[config.mk]
export PLATFORM = sky130hd
export DESIGN_NAME = immobilizer_sequencer
export DESIGN_NICKNAME = d
export VERILOG_FILES = /design/src/rtl/immobilizer_sequencer.sv
export SDC_FILE = /design/constraint.sdc
export NUM_CORES = 1
export LEC_CHECK = 0
export CORE_ASPECT_RATIO = 1.2
export CORE_MARGIN = 2
export CORE_UTILIZATION = 42
export CTS_CLUSTER_DIAMETER = 150
export DETAILED_ROUTE_END_ITERATION = 6
export DONT_BUFFER_PORTS = 1
export HOLD_SLACK_MARGIN = 0.03
export PLACE_DENSITY_LB_ADDON = 0.1
export SETUP_SLACK_MARGIN = 0.15
export SYNTH_ARGS = -nofsm -noshare
export SYNTH_HDL_FRONTEND = slang
export SYNTH_SLANG_ARGS = --single-unit
[constraint.sdc]
create_clock -name clk -period 4.9 [get_ports clk]
set_input_delay 0.98 -clock clk [delete_from_list [all_inputs] [get_ports clk]]
set_output_delay 0.98 -clock clk [all_outputs]
set_load 0.1 [all_outputs]
[src/rtl/immobilizer_sequencer.sv]
`default_nettype none
// ============================================================================
// Module   : immobilizer_sequencer
// Brief    : Gates fuel pump and starter behind a held hidden-switch + brake
//            combo, counting failed windows and enforcing a timed lockout.
//            Optional alarm output enabled by defining ANTI_THEFT_ALARM_EN.
// Revision : 1.0 - initial release
// ============================================================================
module immobilizer_sequencer #(
    parameter int HOLD_CYCLES    = 8,
    parameter int AUTH_TIMEOUT   = 64,
    parameter int PRIME_CYCLES   = 16,
    parameter int MAX_FAILS      = 3,
    parameter int LOCKOUT_CYCLES = 256
) (
    input  logic                           clk,
    input  logic                           rst,
    input  logic                           ignition_on,
    input  logic                           hidden_switch,
    input  logic                           brake_pressed,
    output logic                           fuel_pump_on,
    output logic                           starter_enable,
    output logic                           authorized,
    output logic                           locked_out,
    output logic [$clog2(MAX_FAILS+1)-1:0] fail_count,
    output logic [2:0]                     state
`ifdef ANTI_THEFT_ALARM_EN
    ,
    output logic                           alarm
`endif
);

    localparam int c_hold_w  = $clog2(HOLD_CYCLES + 1);
    localparam int c_auth_w  = $clog2(AUTH_TIMEOUT + 1);
    localparam int c_prime_w = $clog2(PRIME_CYCLES + 1);
    localparam int c_fail_w  = $clog2(MAX_FAILS + 1);
    // At least 4 bits so bit 3 of the lockout timer can pace the alarm.
    localparam int c_lock_w  = ($clog2(LOCKOUT_CYCLES + 1) < 4) ? 4 : $clog2(LOCKOUT_CYCLES + 1);

    localparam logic [c_hold_w-1:0]  c_hold_one  = c_hold_w'(1);
    localparam logic [c_hold_w-1:0]  c_hold_last = c_hold_w'(HOLD_CYCLES - 1);
    localparam logic [c_auth_w-1:0]  c_auth_last = c_auth_w'(AUTH_TIMEOUT - 1);
    localparam logic [c_prime_w-1:0] c_prime_last = c_prime_w'(PRIME_CYCLES - 1);
    localparam logic [c_fail_w-1:0]  c_fail_last = c_fail_w'(MAX_FAILS - 1);
    localparam logic [c_fail_w-1:0]  c_fail_max  = c_fail_w'(MAX_FAILS);
    localparam logic [c_lock_w-1:0]  c_lock_last = c_lock_w'(LOCKOUT_CYCLES - 1);

    typedef enum logic [2:0] {
        c_st_idle    = 3'd0,
        c_st_wait    = 3'd1,
        c_st_hold    = 3'd2,
        c_st_prime   = 3'd3,
        c_st_run     = 3'd4,
        c_st_lockout = 3'd5
    } state_t;

    state_t               r_state;
    logic [c_hold_w-1:0]  r_hold_cnt;
    logic [c_auth_w-1:0]  r_auth_cnt;
    logic [c_prime_w-1:0] r_prime_cnt;
    logic [c_fail_w-1:0]  r_fail_cnt;
    logic [c_lock_w-1:0]  r_lockout_cnt;

    logic w_combo;
    logic w_hold_done;
    logic w_auth_expired;
    logic w_fail_last;

    assign w_combo        = hidden_switch & brake_pressed;
    assign w_hold_done    = (r_hold_cnt == c_hold_last);
    assign w_auth_expired = (r_auth_cnt == c_auth_last);
    assign w_fail_last    = (r_fail_cnt == c_fail_last);

    always_ff @(posedge clk) begin
        if (!rst) begin
            r_state       <= c_st_idle;
            r_hold_cnt    <= '0;
            r_auth_cnt    <= '0;
            r_prime_cnt   <= '0;
            r_fail_cnt    <= '0;
            r_lockout_cnt <= '0;
        end else begin
            case (r_state)
                c_st_idle: begin
                    if (ignition_on) begin
                        r_state    <= c_st_wait;
                        r_auth_cnt <= '0;
                        r_hold_cnt <= '0;
                    end
                end
                c_st_wait, c_st_hold: begin
                    if (!ignition_on) begin
                        r_state    <= c_st_idle;
                        r_hold_cnt <= '0;
                    end else if (r_state == c_st_hold && w_combo && w_hold_done) begin
                        // completion outranks a timeout landing on the same edge
                        r_state     <= c_st_prime;
                        r_hold_cnt  <= '0;
                        r_prime_cnt <= '0;
                        r_fail_cnt  <= '0;
                    end else if (w_auth_expired) begin
                        r_hold_cnt <= '0;
                        r_auth_cnt <= '0;
                        if (w_fail_last) begin
                            r_state       <= c_st_lockout;
                            r_fail_cnt    <= c_fail_max;
                            r_lockout_cnt <= '0;
                        end else begin
                            r_state    <= c_st_wait;
                            r_fail_cnt <= r_fail_cnt + 1'b1;
                        end
                    end else begin
                        r_auth_cnt <= r_auth_cnt + 1'b1;
                        if (!w_combo) begin
                            r_state    <= c_st_wait;
                            r_hold_cnt <= '0;
                        end else if (r_state == c_st_wait) begin
                            r_state    <= c_st_hold;
                            r_hold_cnt <= c_hold_one;
                        end else begin
                            r_hold_cnt <= r_hold_cnt + 1'b1;
                        end
                    end
                end
                c_st_prime: begin
                    if (!ignition_on) begin
                        r_state <= c_st_idle;
                    end else if (r_prime_cnt == c_prime_last) begin
                        r_state <= c_st_run;
                    end else begin
                        r_prime_cnt <= r_prime_cnt + 1'b1;
                    end
                end
                c_st_run: begin
                    if (!ignition_on) begin
                        r_state <= c_st_idle;
                    end
                end
                c_st_lockout: begin
                    if (r_lockout_cnt == c_lock_last) begin
                        r_state    <= c_st_idle;
                        r_fail_cnt <= '0;
                    end else begin
                        r_lockout_cnt <= r_lockout_cnt + 1'b1;
                    end
                end
                default: begin
                    r_state <= c_st_idle;
                end
            endcase
        end
    end

    assign fuel_pump_on   = (r_state == c_st_prime) || (r_state == c_st_run);
    assign starter_enable = (r_state == c_st_run);
    assign authorized     = (r_state == c_st_run);
    assign locked_out     = (r_state == c_st_lockout);
    assign fail_count     = r_fail_cnt;
    assign state          = r_state;

`ifdef ANTI_THEFT_ALARM_EN
    assign alarm = (r_state == c_st_lockout) && !r_lockout_cnt[3];
`endif

endmodule

`default_nettype wire
Word-level counts from Yosys, hierarchy flattened
Index checks and enable logic that the tools add are counted.
W data, S select, Z words.
{"block": "word_totals", "inputBits": 5, "output_inout_bits": 9, "wordCells": 91, "register_bits": 30}
{"block": "op_classes", "bitwise": 1, "n_reduce_logical": 14, "addsub": 5, "mux": 41, "eq_ne": 24}
{"operator": "$mux W9", "count": 5}
{"operator": "$mux W3", "count": 11}
{"operator": "$mux W7", "count": 4}
{"operator": "$mux W4", "count": 6}
{"operator": "$mux W5", "count": 4}
{"operator": "$ne A2 B2 Y1 const B", "count": 10}
{"operator": "$pmux W9 S2", "count": 1}
{"operator": "$pmux W3 S5", "count": 1}
{"operator": "$pmux W7 S2", "count": 1}
{"operator": "$mux W2", "count": 5}
{"operator": "$pmux W5 S2", "count": 1}
{"operator": "$reduce_and A5 Y1", "count": 2}
{"operator": "$add A9 B1 Y9 const B", "count": 1}
{"operator": "$eq A9 B8 Y1 const B", "count": 1}
{"operator": "$pmux W4 S2", "count": 1}
{"operator": "$reduce_and A4 Y1", "count": 2}
{"operator": "$add A7 B1 Y7 const B", "count": 1}
{"operator": "$eq A7 B6 Y1 const B", "count": 1}
{"operator": "$eq A3 B2 Y1 const B", "count": 2}
{"operator": "$eq A3 B3 Y1 const B", "count": 2}
{"operator": "$ne A3 B3 Y1 const B", "count": 2}
{"operator": "$ne A6 B6 Y1 const B", "count": 1}
{"operator": "$reduce_and A6 Y1", "count": 1}
{"operator": "$reduce_bool A2 Y1", "count": 3}
{"operator": "other kinds (15)", "count": 16}

Longest topological paths before layout
{"block": "logic_depth", "ltp_word": 7, "mapped_depth": 8, "depth_no_buf": 7}

Worst setup path after synthesis
Ideal clock, no wire load.
{"block": "synth_path", "kind": "reg2out", "start": "register r_state[2] (netlist: state[2])", "end": "output port fuel_pump_on", "t_arrival_ps": 3207, "path_buffers": 2, "path_stages_with_launch": 5, "required_ps": 3920, "setup_slack_ps": 713, "cell_sequence": "dfxtp_1 -> buf_2 -> buf_2 -> and2_1 -> nand2b_1"}
{"block": "synth_via", "elab_chain_cells": 2, "word_cells_on_any_way": 3, "classes_between": "2 x eq/ne; 1 x reduce/logical"}
{"item": "start: declaration", "line_no": "57", "rtl": "state_t r_state;"}
{"item": "start signal: assignment", "line_no": "76", "rtl": "r_state <= c_st_idle;"}
{"item": "start signal: assignment", "line_no": "86", "rtl": "r_state <= c_st_wait;"}
{"item": "start signal: assignment", "line_no": "93", "rtl": "r_state <= c_st_idle;"}
{"item": "$eq A3 B3 Y1"}
{"item": "via authorized", "line_no": "23", "rtl": "output logic authorized,"}
{"item": "$logic_or A1 B1 Y1", "line_no": "154", "rtl": "assign fuel_pump_on = (r_state == c_st_prime) || (r_state == c_st_run);"}
{"item": "end: declaration", "line_no": "21", "rtl": "output logic fuel_pump_on,"}
The timed path passes the listed nets, and every way through them passes these cells.

Final worst setup path
Ends and elaborated chain as after synthesis.

==> results.py <==
metrics = {
    "status": {
        "status": "completed",
    },
    "timing": {
        "rsz0062_at_grt": "no",
        "slew_headroom_pct": 31.9,
        "holdWs_ps": 464,
        "maxSlewViolCount": 0,
        "fin_crit_ps": 3440,
        "setup_tns_ps": 0,
        "setup_viol_count_final": 0,
        "maxClockFrequency_ghz": 0.291,
        "hold_viol": 0,
        "min_period_over_period_pct": 70.1,
        "fin_skew_ps": 9.23,
        "max_slew.worst_pin.slew_ps": 1020,
    },
    "place": {
        "place_inst": 277,
        "numPortBuffers": 0,
        "gp_congestion": 0.921,
        "dp_hpwl_um": 3270,
    },
    "yosys": {
        "synth_largest_area_cell": "dfxtp_1",
        "synth_top_cell_area_share_pct": 31.4,
        "synth_nets": 243,
        "synth_flop_cell": "dfxtp_1",
        "yosys-top-cells-area": "dfxtp_1, ha_1, nand2_1",
        "yosysWarnings": 0,
        "netlist_instances": 231,
        "synth_seq_area_share_pct": 31.4,
        "synth.avg_cell_area_um2": 8.28,
        "syn_area_um2": 1910,
        "ys_ff_latch": 30,
        "synthDistinctLibCells": 56,
        "synth_edf_count": 0,
        "async_flop_share_pct": 0,
    },
    "pwr": {
        "power_density_nw_per_um2": 267,
        "worst_ir_drop_vdd_v": 0.000194,
        "p_clk_share_pct": 45.9,
        "comb_power_share_pct": 8.7,
        "p_int_mw": 0.408,
        "p_sw_share_pct": 25.4,
        "p_leak_nw": 0.759,
        "fin_total_pwr_mw": 0.547,
        "power_switching_mw": 0.139,
        "seqPwrFrac_pct": 45.4,
    },
    "clocking": {
        "clockBufferDepth": 2,
        "path_clk_slew_ps": 70,
        "cts_resized": 0,
        "htreeDepth": 2,
        "cts_setup_buffers": 0,
        "clk_latency_ps": 290,
        "clock-sinks": 30,
        "cts_made_buffers": 5,
        "postCtsHoldBufs": 0,
        "cts-root-buf": "clkbuf_8",
        "cts_tree": "built",
    },
    "critical_path": {
        "endpoint": "fuel_pump_on",
        "cp-startpoint": "state[2]$_SDFFE_PN0P_",
        "cp_data_required_time_ps": 3920,
        "path_class": "flop to output port",
        "rr_startpoint": "state[2]$_SDFFE_PN0P_",
        "reg2reg_slack_ps": 2240,
        "end_kind": "output port",
        "arrival_ps": 2460,
        "path_max_fanout": 28,
        "crit_path_start_kind": "flop",
        "reg2reg_depth": 5,
        "r2r-end": "fail_count[1]$_SDFFE_PN0P_",
    },
    "floorplan": {
        "coreArea_um2": 4330,
        "design.portCount": 14,
        "row_count": 26,
        "initial_core_util_pct": 44.2,
        "dieArea_um2": 5110,
        "dieWidth_um": 65.6,
        "fp.dieH_um": 77.9,
    },
    "global_route": {
        "grt_overflow": 0,
        "grt_max_degree": 29,
        "grt_first_pass_wirelength_um": 7820,
        "grt_pass1_vias": 1658,
        "antenna_found_initial": 0,
        "grt_usage_pct": 19.6,
    },
    "routing": {
        "drt-total-wl_um": 4730,
        "drc": 0,
        "drtIter0Drc": 79,
        "vias_per_cell": 6.16,
        "routedWlPerCell_um": 16.6,
        "postRouteAntennaNets": 0,
        "first_pass_iters": 4,
        "vias": 1757,
    },
    "finish": {
        "final_util_pct": 47.4,
        "diodes": 0,
        "fin_cells": 285,
        "syn_to_final_growth_pct": 7.19,
        "finalNetCount": 240,
        "drive_gt1_share_pct": 9.17,
    },
    "flow_run": {
        "maxCapViolCount": 0,
    },
    "hold_path": {
        "hp-class": "flop to flop",
    },
}
-- worst max-delay path: stages (launching register included) --
cell and delay [ps]:
dfxtp_2 940, and2_2 280, buf_4 470, nand2b_1 170
buf_4 290
-- cells by family after synthesis --
logic type,after synthesis,synth area share [%]
and+or+nand+nor,104,32.2
AOI/OAI and AO/OA,55,20.0
DFF,30,31.4
buffers and inverters,22,5.49
xor gates and xnor gates,8,3.66
adders and majority gates,7,4.58
muxes,5,2.62
-- cell usage after synthesis, types with 4 or more instances --
library cell and count:
a21oi_1 12, o21ai_0 9, nand4b_1 4, nor3_1 4, mux2i_1 5, nand2b_1 8
ha_1 7, nand2_1 19, nand4_1 8, nand3_1 12, nor2b_1 4, nor2_1 16
inv_1 7, buf_2 6, xor2_1 6, or3_1 4, o31ai_1 7, a31oi_1 5
dfxtp_1 30, clkbuf_1 5
-- power by group through the flow --
stage | logic [mW] | registers (mW) | clock network (mW)
6_report | 0.0475 | 0.249 | 0.251
4_1_cts | 0.0468 | 0.248 | 0.258
5_1_grt | 0.0517 | 0.249 | 0.269
3_5_place_dp | 0.0467 | 0.254 | 0
3_3_place_gp | 0.0459 | 0.254 | 0
2_1_floorplan | 0.0354 | 0.259 | 0
-- cells in the final DEF (no fill, tap or decap), types with 3 or more instances in the layout --
| cell | netlist | final |
|---|---|---|
| dfxtp_1 | 30 | 28 |
| nand2_1 | 19 | 19 |
| nor2_1 | 16 | 16 |
| nand3_1 | 12 | 12 |
| a21oi_1 | 12 | 12 |
| o21ai_0 | 9 | 9 |
| nand2b_1 | 8 | 8 |
| nand4_1 | 8 | 8 |
| inv_1 | 7 | 7 |
| o31ai_1 | 7 | 7 |
| ha_1 | 7 | 7 |
| xor2_1 | 6 | 6 |
| a31oi_1 | 5 | 5 |
| mux2i_1 | 5 | 5 |
| clkbuf_8 | 0 | 5 |
| nor2b_1 | 4 | 4 |
| or3_1 | 4 | 4 |
| nor3_1 | 4 | 4 |
| nand4b_1 | 4 | 4 |
| buf_4 | 2 | 4 |
| and3_1 | 3 | 3 |
| nor4bb_1 | 3 | 3 |
| or4_1 | 3 | 3 |
-- how the worst min path moves through the flow --
stage / from / end / depth (start not counted)
after floorplan: r_auth_cnt[6]$_SDFFE_PN0P_ / r_auth_cnt[6]$_SDFFE_PN0P_ / 2
after global placement: r_lockout_cnt[8]$_SDFFE_PN0P_ / r_lockout_cnt[8]$_SDFFE_PN0P_ / 2
after detailed placement: r_auth_cnt[6]$_SDFFE_PN0P_ / r_auth_cnt[6]$_SDFFE_PN0P_ / 2
after CTS: r_auth_cnt[6]$_SDFFE_PN0P_ / r_auth_cnt[6]$_SDFFE_PN0P_ / 2
after global routing: r_lockout_cnt[8]$_SDFFE_PN0P_ / r_lockout_cnt[8]$_SDFFE_PN0P_ / 2
final: r_lockout_cnt[8]$_SDFFE_PN0P_ / r_lockout_cnt[8]$_SDFFE_PN0P_ / 2
-- final cells by class --
class | instances | area, µm²
inverter | 8 | 30.0
multi-input combinational | 179 | 1210
clock inverter | 3 | 40.0
timing repair buffer | 4 | 30.0
fill | 438 | 2280
tap | 56 | 70.1
sequential | 30 | 603
clock buffer | 5 | 68.8
-- state kept, by name, summed over array words and instances (netlist names) --
| signal | cells |
|---|---|
| r_prime_cnt | 5 |
| state | 3 |
| r_lockout_cnt | 9 |
| r_hold_cnt | 4 |
| r_auth_cnt | 7 |
| fail_count | 2 |
-- stage by stage --
step,setup slack (ps),instance area (µm²)
5_1_grt,1340,2050
3_3_place_gp,1800,1940
2_1_floorplan,713,1910
4_1_cts,1460,2050
3_5_place_dp,1780,1940
6_report,1460,2050
-- per-layer routing --
metal,global-route usage (%),routed length [µm]
met1,23.8,2110
met2,31.9,2370
met3,4.78,147
met4,9.79,97
met5,0,0
(Power assumes the default switching activity.)
==> RTL edit 1 (config.mk and constraints unchanged) <==
Set the parameter `AUTH_TIMEOUT` to 128 (it was 64).
--- a/src/rtl/immobilizer_sequencer.sv
+++ b/src/rtl/immobilizer_sequencer.sv
@@ -10,3 +10,3 @@
     parameter int HOLD_CYCLES    = 8,
-    parameter int AUTH_TIMEOUT   = 64,
+    parameter int AUTH_TIMEOUT   = 128,
     parameter int PRIME_CYCLES   = 16,
Function: no difference found for any inputs over 10 cycles, from zero or initial values and one cycle with rst low; that may be too few to reach the edited logic, so the function may still have changed.
==> RTL edit 1 against the original RTL <==
  * Critical path depth fell by 2
  * Design area down 4.0%
  * Setup slack gained 0.57 ns
  * Area after synthesis shrank 3.6%
  * Clock power decreased by 27%
  * Routed wire length fell by 15%
  * Power shrank 13%
  * Sequential cell count grew 1
  * Largest power group is now registers
==> RTL edit 1: results (changes against the original RTL) <==
[cells_and_area]
final_cells = 280  ; was 285
reg_top3 = r_lockout_cnt (9), r_auth_cnt (8), r_prime_cnt (5)  ; was r_lockout_cnt (9), r_auth_cnt (7), r_prime_cnt (5)
drive_gt1_frac = 0.1027  ; was 0.09170
nNetsFinal = 237  ; was 240
fillCellCount = 446  ; was 438

[logic_synthesis]
ys_top_cells_by_area = dfxtp_1, o21ai_0, ha_1, nand2_1, nor2_1  ; was dfxtp_1, ha_1, nand2_1, a21oi_1, nand3_1
ys_seq_area_frac = 0.3365  ; was 0.3139
syn_area_per_cell_sq_um = 8.233  ; was 8.282 sq um
synth_commonest_cells = dfxtp_1, nand2_1, nor2_1, o21ai_0, a21oi_1  ; was dfxtp_1, nand2_1, nor2_1, a21oi_1, nand3_1
synth_cell_types = 49  ; was 56

[place]
port_buffers = 0  ; unchanged
dp_cells = 274  ; was 277
place_hpwl_mm = 2.994  ; was 3.270 mm
place_area_sq_um = 1896  ; was 1942 sq um
gp_congestion = 0.8795  ; was 0.9212

[status]
status = completed  ; unchanged

[worst_setup_path]
crit_end = locked_out  ; was fuel_pump_on
worstSetupStartpoint = state[0]  ; was state[2]
crit_arrival_ns = 1.89  ; was 2.46 ns
worstReg2RegEnd = fail_count[1]  ; unchanged
r2r_cells = 5  ; unchanged
r2r_slack_ns = 2.62  ; was 2.24 ns

[detailed_routing]
routed_via_density = 5.600  ; was 6.165
drt-initial-drc-count = 65  ; was 79
first_pass_iters = 4  ; unchanged

[pwr]
leakagePower_nw = 0.7018  ; was 0.7593 nW
peakVddDrop_mv = 0.1228  ; was 0.1945 mV

[worst_hold_path]
min_from = r_prime_cnt[3]  ; was r_lockout_cnt[8]

[sta]
skew_ns = 0.008051  ; was 0.009234 ns
worst_pin_slew_ns = 1.082  ; was 1.021 ns

[global_route]
grt_pass1_vias = 1567  ; was 1,658
grt_pass1_wl_mm = 7.079  ; was 7.824 mm
grt.total_usage = 0.1823  ; was 0.1962

## RTL edit 1: cell count changes in the layout (fill, tap and decap cells not counted), moves of 5 or more
cell	unedited run	this run
o31ai_1	7	1
o21ai_0	9	19
nand2b_1	8	3
and3_1	3	8
## RTL edit 1: cells by family (layout without fill, tap and decap cells)
logic type	Yosys count	count (layout)	share of synthesized area
mux	1	1	0.005428
xor+xnor	9	9	0.04274
buf+inv	17	17	0.04681
fa+ha+maj	7	7	0.04749
simple gates	107	107	0.3365
flops	31	31	0.3365
compound gates	52	52	0.1845
## RTL edit 1: layer usage
metal  wire (um)  global-route usage  part of all wire
met1        1869              0.2202              0.46
met2        1974              0.3031              0.49
met3         120             0.05170             0.030
met4          64             0.07021             0.016
met5           0                   0                 0
## RTL edit 1: worst max-delay path, cell delays in order, from the launching register on
cell and delay (ns):
dfxtp_1 0.30, buf_4 0.39, and3_1 0.91
## RTL edit 1: how the worst min path moves through the flow
stage / cells after the start / slack (ns) / end
CTS: 1 / 0.47 / r_prime_cnt[3]
floorplan: 1 / 0.42 / r_prime_cnt[3]
finish: 1 / 0.46 / r_prime_cnt[3]
global route: 2 / 0.50 / r_lockout_cnt[8]
global placement: 2 / 0.45 / r_lockout_cnt[8]
detailed placement: 1 / 0.46 / r_prime_cnt[3]
## RTL edit 1: metrics by stage
| step | utilization | hold WS [ns] | power [W] | setup slack (ns) |
|---|---|---|---|---|
| 2_1_floorplan | - | 0.4236 | 0.0002991 | 0.4592 |
| 3_3_place_gp | 0.4482 | 0.4468 | 0.0003016 | 2.339 |
| 3_5_place_dp | 0.4482 | 0.4558 | 0.0003022 | 2.322 |
| 4_1_cts | 0.4654 | 0.4669 | 0.0004874 | 2.010 |
| 5_1_grt | 0.4654 | 0.4956 | 0.0005017 | 1.961 |
| 6_report | 0.4654 | 0.4614 | 0.0004782 | 2.033 |
## RTL edit 1: report_power, final
| part | leakage (nW) | switching [W] | internal (W) |
|---|---|---|---|
| sequential | 0.250 | 0.00000182 | 0.000254 |
| clock | 0.0371 | 0.0000872 | 0.0000944 |
| combinational | 0.414 | 0.0000287 | 0.0000118 |
## RTL edit 1: layout make-up
class,count,area [sq um],area share
clock buffer,6,72.57,0.03687
inverter,7,26.28,0.01335
sequential,31,620.6,0.3153
tap,56,70.07,0.03560
multi-input combinational,176,1149,0.5836
timing repair buffer,4,30.03,0.01526
==> RTL edit 2 (same flow settings) <==
Without the edit above. Make the reset (`rst`) asynchronous in one clocked block.
--- a/src/rtl/immobilizer_sequencer.sv
+++ b/src/rtl/immobilizer_sequencer.sv
@@ -73,3 +73,3 @@
 
-    always_ff @(posedge clk) begin
+    always_ff @(posedge clk or negedge rst) begin
         if (!rst) begin
Behaviour: differs if rst is asserted again (counterexample within 4 cycles, from zero or initial values and one cycle with rst low); with rst held inactive, the same outputs for 10 cycles.
==> RTL edit 2 against the original RTL <==
  * Core utilization shrank 0.66 points
  * Sequential cell count unchanged
  * Fmax up 7.6%
  * Highest routed layer unchanged
  * Sequential share of layout area up 8.1 points
  * Via count shrank 16%
  * Design area fell by 2.1%
  * Synthesized cell count decreased by 12%
  * Routed wire length is 20% lower
  * Cell count fell by 9.1%
  * Area after synthesis decreased by 1.6%
  * Setup slack gained 0.24 ns
Power is not compared: it rests on default switching activity, and its combinational part moved more than twofold at a synthesized area within 25%.
==> RTL edit 2: results (changes against the original RTL) <==
[place]
port_buffers = 0  ; unchanged
place_ws_ns = 2.018  ; was 1.781 ns
gp_congestion = 0.7386  ; was 0.9212
place_hpwl_mm = 2.729  ; was 3.270 mm

[status]
status = completed  ; unchanged

[global_route]
grt.total_usage = 0.1689  ; was 0.1962
grt_pass1_wl_mm = 6.568  ; was 7.824 mm
grt_pass1_vias = 1388  ; was 1,658
grt_max_degree = 31  ; was 29
grt_antenna_before_repair = 0  ; unchanged

[logic_synthesis]
ys_seq_area_frac = 0.3989  ; was 0.3139
async_reset_ff_frac = 1.000  ; was 0
synth_cell_types = 55  ; was 56
ys.flop_type = dfrtp_1  ; was dfxtp_1
ys.warnings.count = 0  ; unchanged
ys_top_cells_by_area = dfrtp_1, o21ai_1, ha_1, nor2_1, nand2_1  ; was dfxtp_1, ha_1, nand2_1, a21oi_1, nand3_1
synth_commonest_cells = dfrtp_1, nor2_1, o21ai_1, nand2_1, nand3_1  ; was dfxtp_1, nand2_1, nor2_1, a21oi_1, nand3_1

[sta]
skew_ns = 0.005270  ; was 0.009234 ns
worst_pin_slew_ns = 1.097  ; was 1.021 ns

[worst_hold_path]
hold_class = in -> async  ; was reg -> reg

[detailed_routing]
vias = 1481  ; was 1,757
drt-initial-drc-count = 67  ; was 79
first_pass_iters = 5  ; was 4
wire_per_inst_um = 14.55  ; was 16.59 um

[worst_setup_path]
crit_fanout = 23  ; was 28
path_delay_family = flip-flops  ; unchanged
crit_path_top_delay_cell = dfrtp_2  ; was dfxtp_2
cp_slowest_stage_delay_ns = 0.94  ; about the same

[cells_and_area]
fillCellCount = 435  ; was 438
drive_gt1_frac = 0.09852  ; was 0.09170
reg_top3 = r_lockout_cnt (9), r_auth_cnt (7), r_prime_cnt (5)  ; unchanged
diodes = 0  ; unchanged
nNetsFinal = 215  ; was 240

[clock_network]
cts_root_buf = clkbuf_8  ; unchanged
post_cts_buffers = 0  ; unchanged
cts.repair.resized = 0  ; unchanged
ctsLongestPathBuffers = 2  ; unchanged
numCtsBuffers = 5  ; unchanged
cts.clk_slew.worst_paths_ns = 0.06
cts_max_level = 2  ; unchanged
worstSkewPairLatency_ns = 0.28

[pwr]
switchingPower_w = 0.0002894
leakagePower_nw = 0.8943
peakVddDrop_mv = 0.1568

RTL edit 2: per-layer routing:
metal / part of all wire / vias up / GRT usage
met5: 0 / - / 0
met4: 0.019 / 0 / 0.07500
met3: 0.034 / 6 / 0.04692
met2: 0.47 / 20 / 0.2526
met1: 0.47 / 716 / 0.2269
li1: - / 739 / -
RTL edit 2: cell families after synthesis:
logic type               after synthesis  synth area share
AND/OR/NAND/NOR                       85            0.2613
AO/OA/AOI/OAI                         53            0.1935
flip-flops                            30            0.3989
buffers and inverters                 18           0.04587
adder cells (fa/ha/maj)                8           0.05186
XOR/XNOR                               6           0.03192
multiplexers                           3           0.01662
RTL edit 2: area by class of cell:
| type | count | area share |
|---|---|---|
| clock buffer | 7 | 0.03803 |
| inverter | 8 | 0.01496 |
| multi-input combinational | 155 | 0.5262 |
| sequential | 30 | 0.3747 |
| tap | 56 | 0.03491 |
| timing repair buffer | 3 | 0.01122 |
RTL edit 2: worst reg2reg max path, stage by stage, from the launching register on:
cell and delay [ns]:
dfrtp_1 0.96, ha_1 0.33, nand3b_1 0.13, nor4_4 0.37, and2_1 0.35, a31oi_1 0.07, o21ai_1 0.18
RTL edit 2: worst paths after layout:
check,from,slack (ns),endpoint,cells past startpoint
setup / recovery,state[0],1.71,locked_out,2
hold / removal,rst,0.39,fail_count[1],0
setup reg to reg,fail_count[1],2.43,state[2],6
hold reg to reg,r_auth_cnt[2],0.49,r_auth_cnt[2],1
max in group asynchronous,rst,4.43,state[0],0
min in group clk,r_auth_cnt[2],0.49,r_auth_cnt[2],1
RTL edit 2: per-stage QoR:
stage | instances | instance area [sq um]
after floorplan | 203 | 1882
after global placement | 252 | 1931
after detailed placement | 252 | 1931
after CTS | 259 | 2007
after global routing | 259 | 2007
final | 259 | 2007
RTL edit 2: power groups by stage:
stage	sequential, W	clock (W)	combinational (W)
after floorplan	0.000340	0	0.000184
after global placement	0.000335	0	0.000220
after detailed placement	0.000337	0	0.000225
after CTS	0.000332	0.000189	0.000226
after global routing	0.000338	0.000206	0.000245
final	0.000333	0.000183	0.000224
